`src/rtl/instr_fetch.sv`:
```
// instr_fetch: single-outstanding instruction fetch unit.
//
// Reads one 32-bit instruction at a time from instruction memory, presents it
// to decode, and computes the next PC for an external PC register that loads
// pc_d every cycle.
//
// Ports
//   clk, rst              clock, asynchronous active-high reset
//   pc_q / pc_d           current PC in, next PC out (external register)
//   imem_req/imem_addr    read request and address (pc_q)
//   imem_ready            memory accepts the request this cycle
//   imem_rvalid/rdata     read response
//   instr/instr_pc/       fetched word, its address, and valid flag
//   instr_valid
//   dec_ready             decode consumes instr this cycle
//   branch_taken/target   next-PC override, only when a consume happens
//   redirect_valid/pc     flush/exception redirect, highest priority
//   fetch_err             sticky error (misaligned PC or response timeout)
//   state_dbg             current FSM state: 0 IDLE, 1 REQ, 2 WAIT, 3 HOLD, 4 ERR
//
// Handshakes: a memory request transfers on a cycle where imem_req and
// imem_ready are both 1; imem_req/imem_addr stay stable until then unless a
// redirect withdraws the request. An instruction transfers to decode on a
// cycle where instr_valid and dec_ready are both 1.
module instr_fetch #(
  parameter int unsigned TIMEOUT = 255,
  parameter logic [63:0] PC_STEP = 64'd4
) (
  input  logic        clk,
  input  logic        rst,
  input  logic [63:0] pc_q,
  output logic [63:0] pc_d,
  output logic        imem_req,
  output logic [63:0] imem_addr,
  input  logic        imem_ready,
  input  logic        imem_rvalid,
  input  logic [31:0] imem_rdata,
  output logic [31:0] instr,
  output logic [63:0] instr_pc,
  output logic        instr_valid,
  input  logic        dec_ready,
  input  logic        branch_taken,
  input  logic [63:0] branch_target,
  input  logic        redirect_valid,
  input  logic [63:0] redirect_pc,
  output logic        fetch_err,
  output logic [2:0]  state_dbg
);

  localparam int unsigned CW = $clog2(TIMEOUT + 1);
  localparam logic [CW:0] TIMEOUT_W = (CW + 1)'(TIMEOUT);

  typedef enum logic [2:0] {
    S_IDLE = 3'd0,
    S_REQ  = 3'd1,
    S_WAIT = 3'd2,
    S_HOLD = 3'd3,
    S_ERR  = 3'd4
  } state_e;

  state_e        state_q;
  logic          flush_q;      // response of the in-flight read must be dropped
  logic [CW-1:0] wait_cnt_q;
  logic [31:0]   instr_q;
  logic [63:0]   instr_pc_q;
  logic          instr_valid_q;
  logic          fetch_err_q;

  logic          misaligned;
  logic          consume;
  logic [CW:0]   cnt_inc;

  assign misaligned = (pc_q[1:0] != 2'b00);
  assign consume    = (state_q == S_HOLD) && dec_ready;
  assign cnt_inc    = {1'b0, wait_cnt_q} + (CW + 1)'(1);

  // A redirect or a misaligned PC suppresses the request in the same cycle,
  // so memory never accepts a request the FSM is about to abandon.
  assign imem_req  = (state_q == S_REQ) && !redirect_valid && !misaligned;
  assign imem_addr = pc_q;

  always_comb begin
    pc_d = pc_q;
    if (!rst && state_q != S_ERR) begin
      if (redirect_valid) begin
        pc_d = redirect_pc;
      end else if (consume) begin
        pc_d = branch_taken ? branch_target : pc_q + PC_STEP;
      end
    end
  end

  always_ff @(posedge clk or posedge rst) begin
    if (rst) begin
      state_q       <= S_IDLE;
      flush_q       <= 1'b0;
      wait_cnt_q    <= '0;
      instr_q       <= '0;
      instr_pc_q    <= '0;
      instr_valid_q <= 1'b0;
      fetch_err_q   <= 1'b0;
    end else begin
      case (state_q)
        S_IDLE: state_q <= S_REQ;
        S_REQ: begin
          if (redirect_valid) begin
            state_q <= S_REQ;
          end else if (misaligned) begin
            state_q     <= S_ERR;
            fetch_err_q <= 1'b1;
          end else if (imem_ready) begin
            state_q    <= S_WAIT;
            wait_cnt_q <= '0;
            flush_q    <= 1'b0;
          end
        end
        S_WAIT: begin
          if (imem_rvalid) begin
            if (flush_q || redirect_valid) begin
              flush_q <= 1'b0;
              state_q <= S_REQ;
            end else begin
              instr_q       <= imem_rdata;
              instr_pc_q    <= pc_q;
              instr_valid_q <= 1'b1;
              state_q       <= S_HOLD;
            end
          end else begin
            // Saturate so a redirect held across the limit cannot wrap the count.
            if (cnt_inc < TIMEOUT_W) wait_cnt_q <= cnt_inc[CW-1:0];
            if (redirect_valid) begin
              flush_q <= 1'b1;
            end else if (cnt_inc >= TIMEOUT_W) begin
              state_q     <= S_ERR;
              fetch_err_q <= 1'b1;
            end
          end
        end
        S_HOLD: begin
          if (redirect_valid || dec_ready) begin
            instr_valid_q <= 1'b0;
            state_q       <= S_REQ;
          end
        end
        S_ERR:   state_q <= S_ERR;
        default: state_q <= S_IDLE;
      endcase
    end
  end

  assign instr       = instr_q;
  assign instr_pc    = instr_pc_q;
  assign instr_valid = instr_valid_q;
  assign fetch_err   = fetch_err_q;
  assign state_dbg   = state_q;

endmodule
```
`config.mk`:
```
export PLATFORM = sky130hd
export DESIGN_NAME = instr_fetch
export DESIGN_NICKNAME = d
export VERILOG_FILES = /design/src/rtl/instr_fetch.sv
export SDC_FILE = /design/constraint.sdc
export NUM_CORES = 1
export LEC_CHECK = 0
export ABC_AREA = 1
export BUFFER_PORTS_ARGS = -buffer_cell sky130_fd_sc_hd__buf_2
export CAP_MARGIN = 20
export CELL_PAD_IN_SITES_DETAIL_PLACEMENT = 0
export CELL_PAD_IN_SITES_GLOBAL_PLACEMENT = 1
export CORE_AREA = 8 8 179 181
export DETAILED_ROUTE_END_ITERATION = 10
export DIE_AREA = 0 0 187 189
export PLACE_DENSITY = 0.94
export SLEW_MARGIN = 10
export SYNTH_ARGS = -nofsm -noshare
export SYNTH_HDL_FRONTEND = slang
export SYNTH_SLANG_ARGS = --single-unit
```
`constraint.sdc`:
```
create_clock -name clk -period 5.8 [get_ports clk]
set_input_delay 0.58 -clock clk [delete_from_list [all_inputs] [get_ports clk]]
set_output_delay 0.58 -clock clk [all_outputs]
set_load 0.005 [all_outputs]
```
Word-level counts from Yosys, hierarchy flattened:

Cells that the tools add are included.

* output and inout bits: 230
* register bits after elaboration: 110

* reduce and logical (&&, ||, !) cells: 19
* muxes and demuxes: 36
* add/sub/neg operators: 2
* eq/ne operators: 21
* order comparisons: 2
* bitwise operators: 1

Operators with widths (number)
* $mux 64: 4
* $add 64x3->64 const B: 1
* $mux 8: 5
* $mux 3: 7
* $ne 2x2->1 const B: 10
* $reduce_and 6->1: 3
* $pmux 8 s2: 1
* $ne 3x3->1 const B: 5
* $pmux 3 s5: 1
* $mux 1: 14
* $add 8x1->9 const B: 1
* $ge 9x8->1 const B: 1
* $lt 9x8->1 const B: 1
* $reduce_and 4->1: 2
* $eq 3x2->1 const B: 2
* $pmux 1 s2: 3
* $reduce_bool 2->1: 3
* $logic_and 1x1->1: 4
* $ne 4x4->1 const B: 1
* $eq 3x1->1 const B: 1
* $eq 3x3->1 const B: 1
* $logic_not 1->1: 3
* $logic_not 3->1: 1
* $reduce_and 3->1: 1
* other kinds (4): 5

Logic depth before layout (Yosys ltp):

* depth after elaboration: 6
* mapped depth: 14
* depth with buffers taken out: 14

Worst setup path before layout:

OpenSTA, ideal clock, no wires.

* kind: input port to output port
* start: in pc_q[2]
* end: out pc_d[26]
* arrival: 1.872 ns
* slack: 3.348 ns
* stages on the path: 11
* cells stage by stage: ha_1 -> nand2_1 -> nor2_2 -> nand2_1 -> nor2_2 -> nand2_1 -> xor2_1 -> o21ai_0 -> nand2_1 -> nand2_1 -> o21ai_0

* longest elaborated chain between the ends: 5

RTL lines
* start, declared: RTL line 31 `input logic [63:0] pc_q,`
* $add 64x3->64: RTL line 88 `pc_d = branch_taken ? branch_target : pc_q + PC_STEP;`
* $mux 64: RTL line 88
* $mux 64: RTL line 87 `end else if (consume) begin`
* $mux 64: RTL line 85 `if (redirect_valid) begin`
* $mux 64: RTL line 84 `if (!rst && state_q != S_ERR) begin`
* end, declared: RTL line 32 `output logic [63:0] pc_d,`

Every way passes these cells.

Worst setup path in the final report:

* start: reg state_q[1], in the netlist state_dbg[1]
* end: out pc_d[14]

* longest elaborated chain between the ends: 5
* elaborated cells between the ends (all ways): 7
* those cells by class: 2 x eq/ne; 3 x mux; 2 x reduce/logical

RTL lines
* start, declared: RTL line 61 `state_e state_q;`
* start signal, assigned: RTL line 95 `state_q <= S_IDLE;`
* start signal, assigned: RTL line 104 `S_IDLE: state_q <= S_REQ;`
* start signal, assigned: RTL line 107 `state_q <= S_REQ;`
* $eq 3x2->1: RTL line 74 `assign consume = (state_q == S_HOLD) && dec_ready;`
* $logic_and 1x1->1: RTL line 74
* $mux 64: RTL line 87
* $mux 64: RTL line 85
* $mux 64 *: RTL line 84

Every way passes the cells marked *; elsewhere a longest branch is shown, timed or not.

==> results.md <==
- Avg Inst Size Synth: 5.85 sq um
- # DRC: 0
- Static leakage: 6.56 nW
- Detailed Route Iter0 Violations: 967
- Pins Over Slew Limit: 0
- Synth cell count leaders: sky130_fd_sc_hd__nand2_1 (570), sky130_fd_sc_hd__nor2_1 (284), sky130_fd_sc_hd__o21ai_0 (116)
- Max VDD drop: 130 uV
- RSZ-0062 raised after global routing: no
- Pin slew with the least headroom to its limit: 1.07 ns
- Post-synthesis instance area: 9490 sq um
- Worst-case clock buffer depth: 2
- Synthesized netlist net count: 1857
- Count of warnings emitted by yosys: 0
- Most numerous cell in the Yosys netlist: sky130_fd_sc_hd__nand2_1
- Sum of negative setup slack: 0 ns
- Starting density of the core: 32.4%
- Biggest area contributors in the synthesized netlist: sky130_fd_sc_hd__dfrtp_1 (29%), sky130_fd_sc_hd__nand2_1 (23%), sky130_fd_sc_hd__nor2_1 (11%), sky130_fd_sc_hd__o21ai_0 (6.1%), sky130_fd_sc_hd__buf_4 (5.1%)
- Final standard cell area without fillers: 11900 sq um
- Kind of cell adding the most delay to the critical path: buffers and inverters
- Main flop type after synthesis: sky130_fd_sc_hd__dfrtp_1
- Final Routed Wirelength: 48.6 mm
- Antenna Violating Nets Remaining: 0
- Vert. Die Dim: 189 um
- Final Critical Period: 4.08 ns
- Cts bufs inserted: 9
- Via count of the first global-routing pass: 11984
- Async SR Flop Fraction: 100%
- Overall power of the completed layout: 0.00293 W
- Top cell type by total area after synthesis: sky130_fd_sc_hd__dfrtp_1
- Max-cap viol count: 0
- Maximum fanout along the worst path: 79
- CTS hold repair buffers: 0
- DR vias: 12087
- Final setup violation count: 0
- Postcts setup bufs: 0
- Share of cells above drive strength 1: 25.3%
- Seq pwr share: 37.7%
- Gates resized, CTS repair: 0
- Detailed-route wire length per cell: 20.6 um
- Status: finished, final reports clean
- Area growth from synthesis to layout: 25.7%
- Full die area: 35300 sq um
- Wire length of the first global-routing pass: 72.6 mm
- Number of port buffers: 460
- GRT Resource Usage Total: 26.5%
- Row count: 63
- Relative contribution of the clock network to total power: 22.9%
- Weighted congestion at the end of routability-driven global placement: 0.930
- Cell-internal power: 0.00175 W
- Estimated wirelength of the detail-placed design: 38.9 mm
- I/O pin count: 461
- Switching Fraction: 40.2%
- Data arrival time of the critical path: 3.50 ns
- Die extent in x: 187 um
- Areal power density over the cells: 246 nW/um^2
- EDFF count, synth: 0
- DR pass1 iterations: 5
- Crit-path max cell delay: 0.76 ns
- Critical path required time: 5.22 ns
- Sequential element share of the synthesized area: 29.0%
- CTS H-tree depth: 3
- Antenna violations before repair: 2
- Max transition margin: 28.5%
- Total count of hold-check failures in the final report: 0
- Cell occurring most often along the worst timing path: sky130_fd_sc_hd__o21ai_0
- Post-synth cell types: 36
- Reported net switching power: 0.00118 W
- Worst setup path category: reg -> out
- Clock tree from TritonCTS: done
- Insertion delay of the later-clocked pin in the worst-skew pair: 0.37 ns
- Ordered list of cells on the worst path: nand4_1 -> buf_4 -> inv_1 -> o21ai_0 -> a21oi_1 -> o21ai_0 -> o211ai_1 -> o21ai_0 -> buf_2
- Largest net degree at the start of global routing: 83
- Root buffer cell: sky130_fd_sc_hd__clkbuf_16
- Share of the clock period used by the worst path after layout: 70.4%
- Hold WC Path Type: in -> reg
- Fill cell total of the finished layout: 3288
- Setup skew after layout: 0.00805 ns
- Post-DR vias/cell: 5.11
- Crit path launch type: flop
- Total of flip-flops plus latches after synthesis: 110
- Number of sinks driven by the clock tree: 110
- Gate Count Post-Synth: 1623
- Share of the synthesized area in the top cell type: 29.0%
- Kind of capture point of the worst setup path: output pin
- Core outline area: 29200 sq um
- Achievable clock frequency: 0.245 GHz
- Standard cell with the maximum stage delay on the critical path: sky130_fd_sc_hd__inv_1
- Logic pwr share: 39.4%
- Post-detailed-placement cell area: 11600 sq um
- Total Nets Final: 2205
- Crit path buf inv count: 3
- Clock-pin slew on the worst setup and hold paths: 0.09 ns
- Aggregate global routing overflow: 0
## area by class of cell
cell class                 count  area [sq um]  share of cell area, %
inverter                     118           448                   3.76
antenna                        1          2.50                 0.0210
clock inverter                 7          87.6                  0.734
sequential                   110          2750                   23.1
clock buffer                   9           225                   1.89
multi-input combinational   1262          5550                   46.5
timing repair buffer         470          2380                   19.9
tap                          390           488                   4.09
## routing by layer
layer	up-vias	track usage [%]	share of wire, %	wire length, um
met5	-	0	0.031	15
met4	2	9.22	3.4	1660
met3	72	6.94	8.6	4210
met2	621	44.3	46	22500
met1	5557	32.7	42	20300
li1	5835	-	-	-
## power groups by stage
stage	registers (W)	logic (W)	clock network (W)
6_report	0.00110	0.00116	0.000673
3_3_place_gp	0.00111	0.00116	0
4_1_cts	0.00110	0.00117	0.000690
2_1_floorplan	0.00113	0.000522	0
5_1_grt	0.00113	0.00130	0.000715
3_5_place_dp	0.00112	0.00117	0
## tightest hold or removal path, cell delays in order
cell and delay (ns):
sky130_fd_sc_hd__buf_2 0.07, sky130_fd_sc_hd__nand2_1 0.04, sky130_fd_sc_hd__nand2_1 0.05
## cells by family after synthesis
kind of cell             synth area share, %
buffers and inverters                   12.6
AO/OA/AOI/OAI                           14.2
AND/OR/NAND/NOR                         41.9
multiplexers                           0.422
XOR/XNOR                                1.48
adder cells (fa/ha/maj)                0.396
flip-flops                              29.0
## registers in the layout, indices dropped and copies added (netlist names)
register and cells:
instr_valid 1, fetch_err 1, instr 32, state_dbg 3, flush_q 1, instr_pc 64, wait_cnt_q 8
## layout by cell type (no fill, tap or decap), types with 2 or more instances in the layout
master / n
sky130_fd_sc_hd__nor2_1: 283
sky130_fd_sc_hd__inv_8: 2
sky130_fd_sc_hd__nor3_1: 21
sky130_fd_sc_hd__ha_1: 3
sky130_fd_sc_hd__a21boi_0: 2
sky130_fd_sc_hd__a21oi_1: 70
sky130_fd_sc_hd__a221oi_1: 2
sky130_fd_sc_hd__clkbuf_16: 9
sky130_fd_sc_hd__buf_2: 460
sky130_fd_sc_hd__dfrtp_1: 110
sky130_fd_sc_hd__nand4_1: 35
sky130_fd_sc_hd__nand3_1: 70
sky130_fd_sc_hd__o211ai_1: 20
sky130_fd_sc_hd__clkinv_8: 3
sky130_fd_sc_hd__buf_4: 10
sky130_fd_sc_hd__nand2_1: 570
sky130_fd_sc_hd__and2_1: 3
sky130_fd_sc_hd__inv_4: 2
sky130_fd_sc_hd__o21ai_1: 20
sky130_fd_sc_hd__mux2i_1: 4
sky130_fd_sc_hd__o21ai_0: 116
sky130_fd_sc_hd__o22ai_1: 5
sky130_fd_sc_hd__o221ai_1: 8
sky130_fd_sc_hd__inv_2: 4
sky130_fd_sc_hd__nor2_2: 3
sky130_fd_sc_hd__xor2_1: 16
sky130_fd_sc_hd__inv_1: 111
## per-stage QoR
step / utilization, % / std cells / hold slack [ns] / setup slack [ns]
4_1_cts: 40.8 / 2366 / 0.389 / 1.82
6_report: 40.8 / 2367 / 0.403 / 1.72
5_1_grt: 40.8 / 2367 / 0.404 / 1.56
3_5_place_dp: 39.7 / 2350 / 0.454 / 2.02
2_1_floorplan: - / 1623 / 0.463 / 2.32
3_3_place_gp: 39.7 / 2350 / 0.448 / 2.08
## final timing paths
check	startpoint	end	slack [ns]	depth (start not counted)
worst max-delay path	state_dbg[1]$_DFFE_PP0P_	pc_d[14]	1.72	9
worst min-delay path	imem_rdata[21]	instr[21]$_DFFE_PP0P_	0.40	3
worst max register to register	state_dbg[1]$_DFFE_PP0P_	instr_pc[37]$_DFFE_PP0P_	2.97	9
worst min register to register	instr_pc[25]$_DFFE_PP0P_	instr_pc[25]$_DFFE_PP0P_	0.47	2
max in group asynchronous	rst	instr_pc[0]$_DFFE_PP0P_	4.19	3
min in group asynchronous	rst	flush_q$_DFFE_PP0P_	0.43	2
Note: power is estimated with default switching activity, not from simulation.
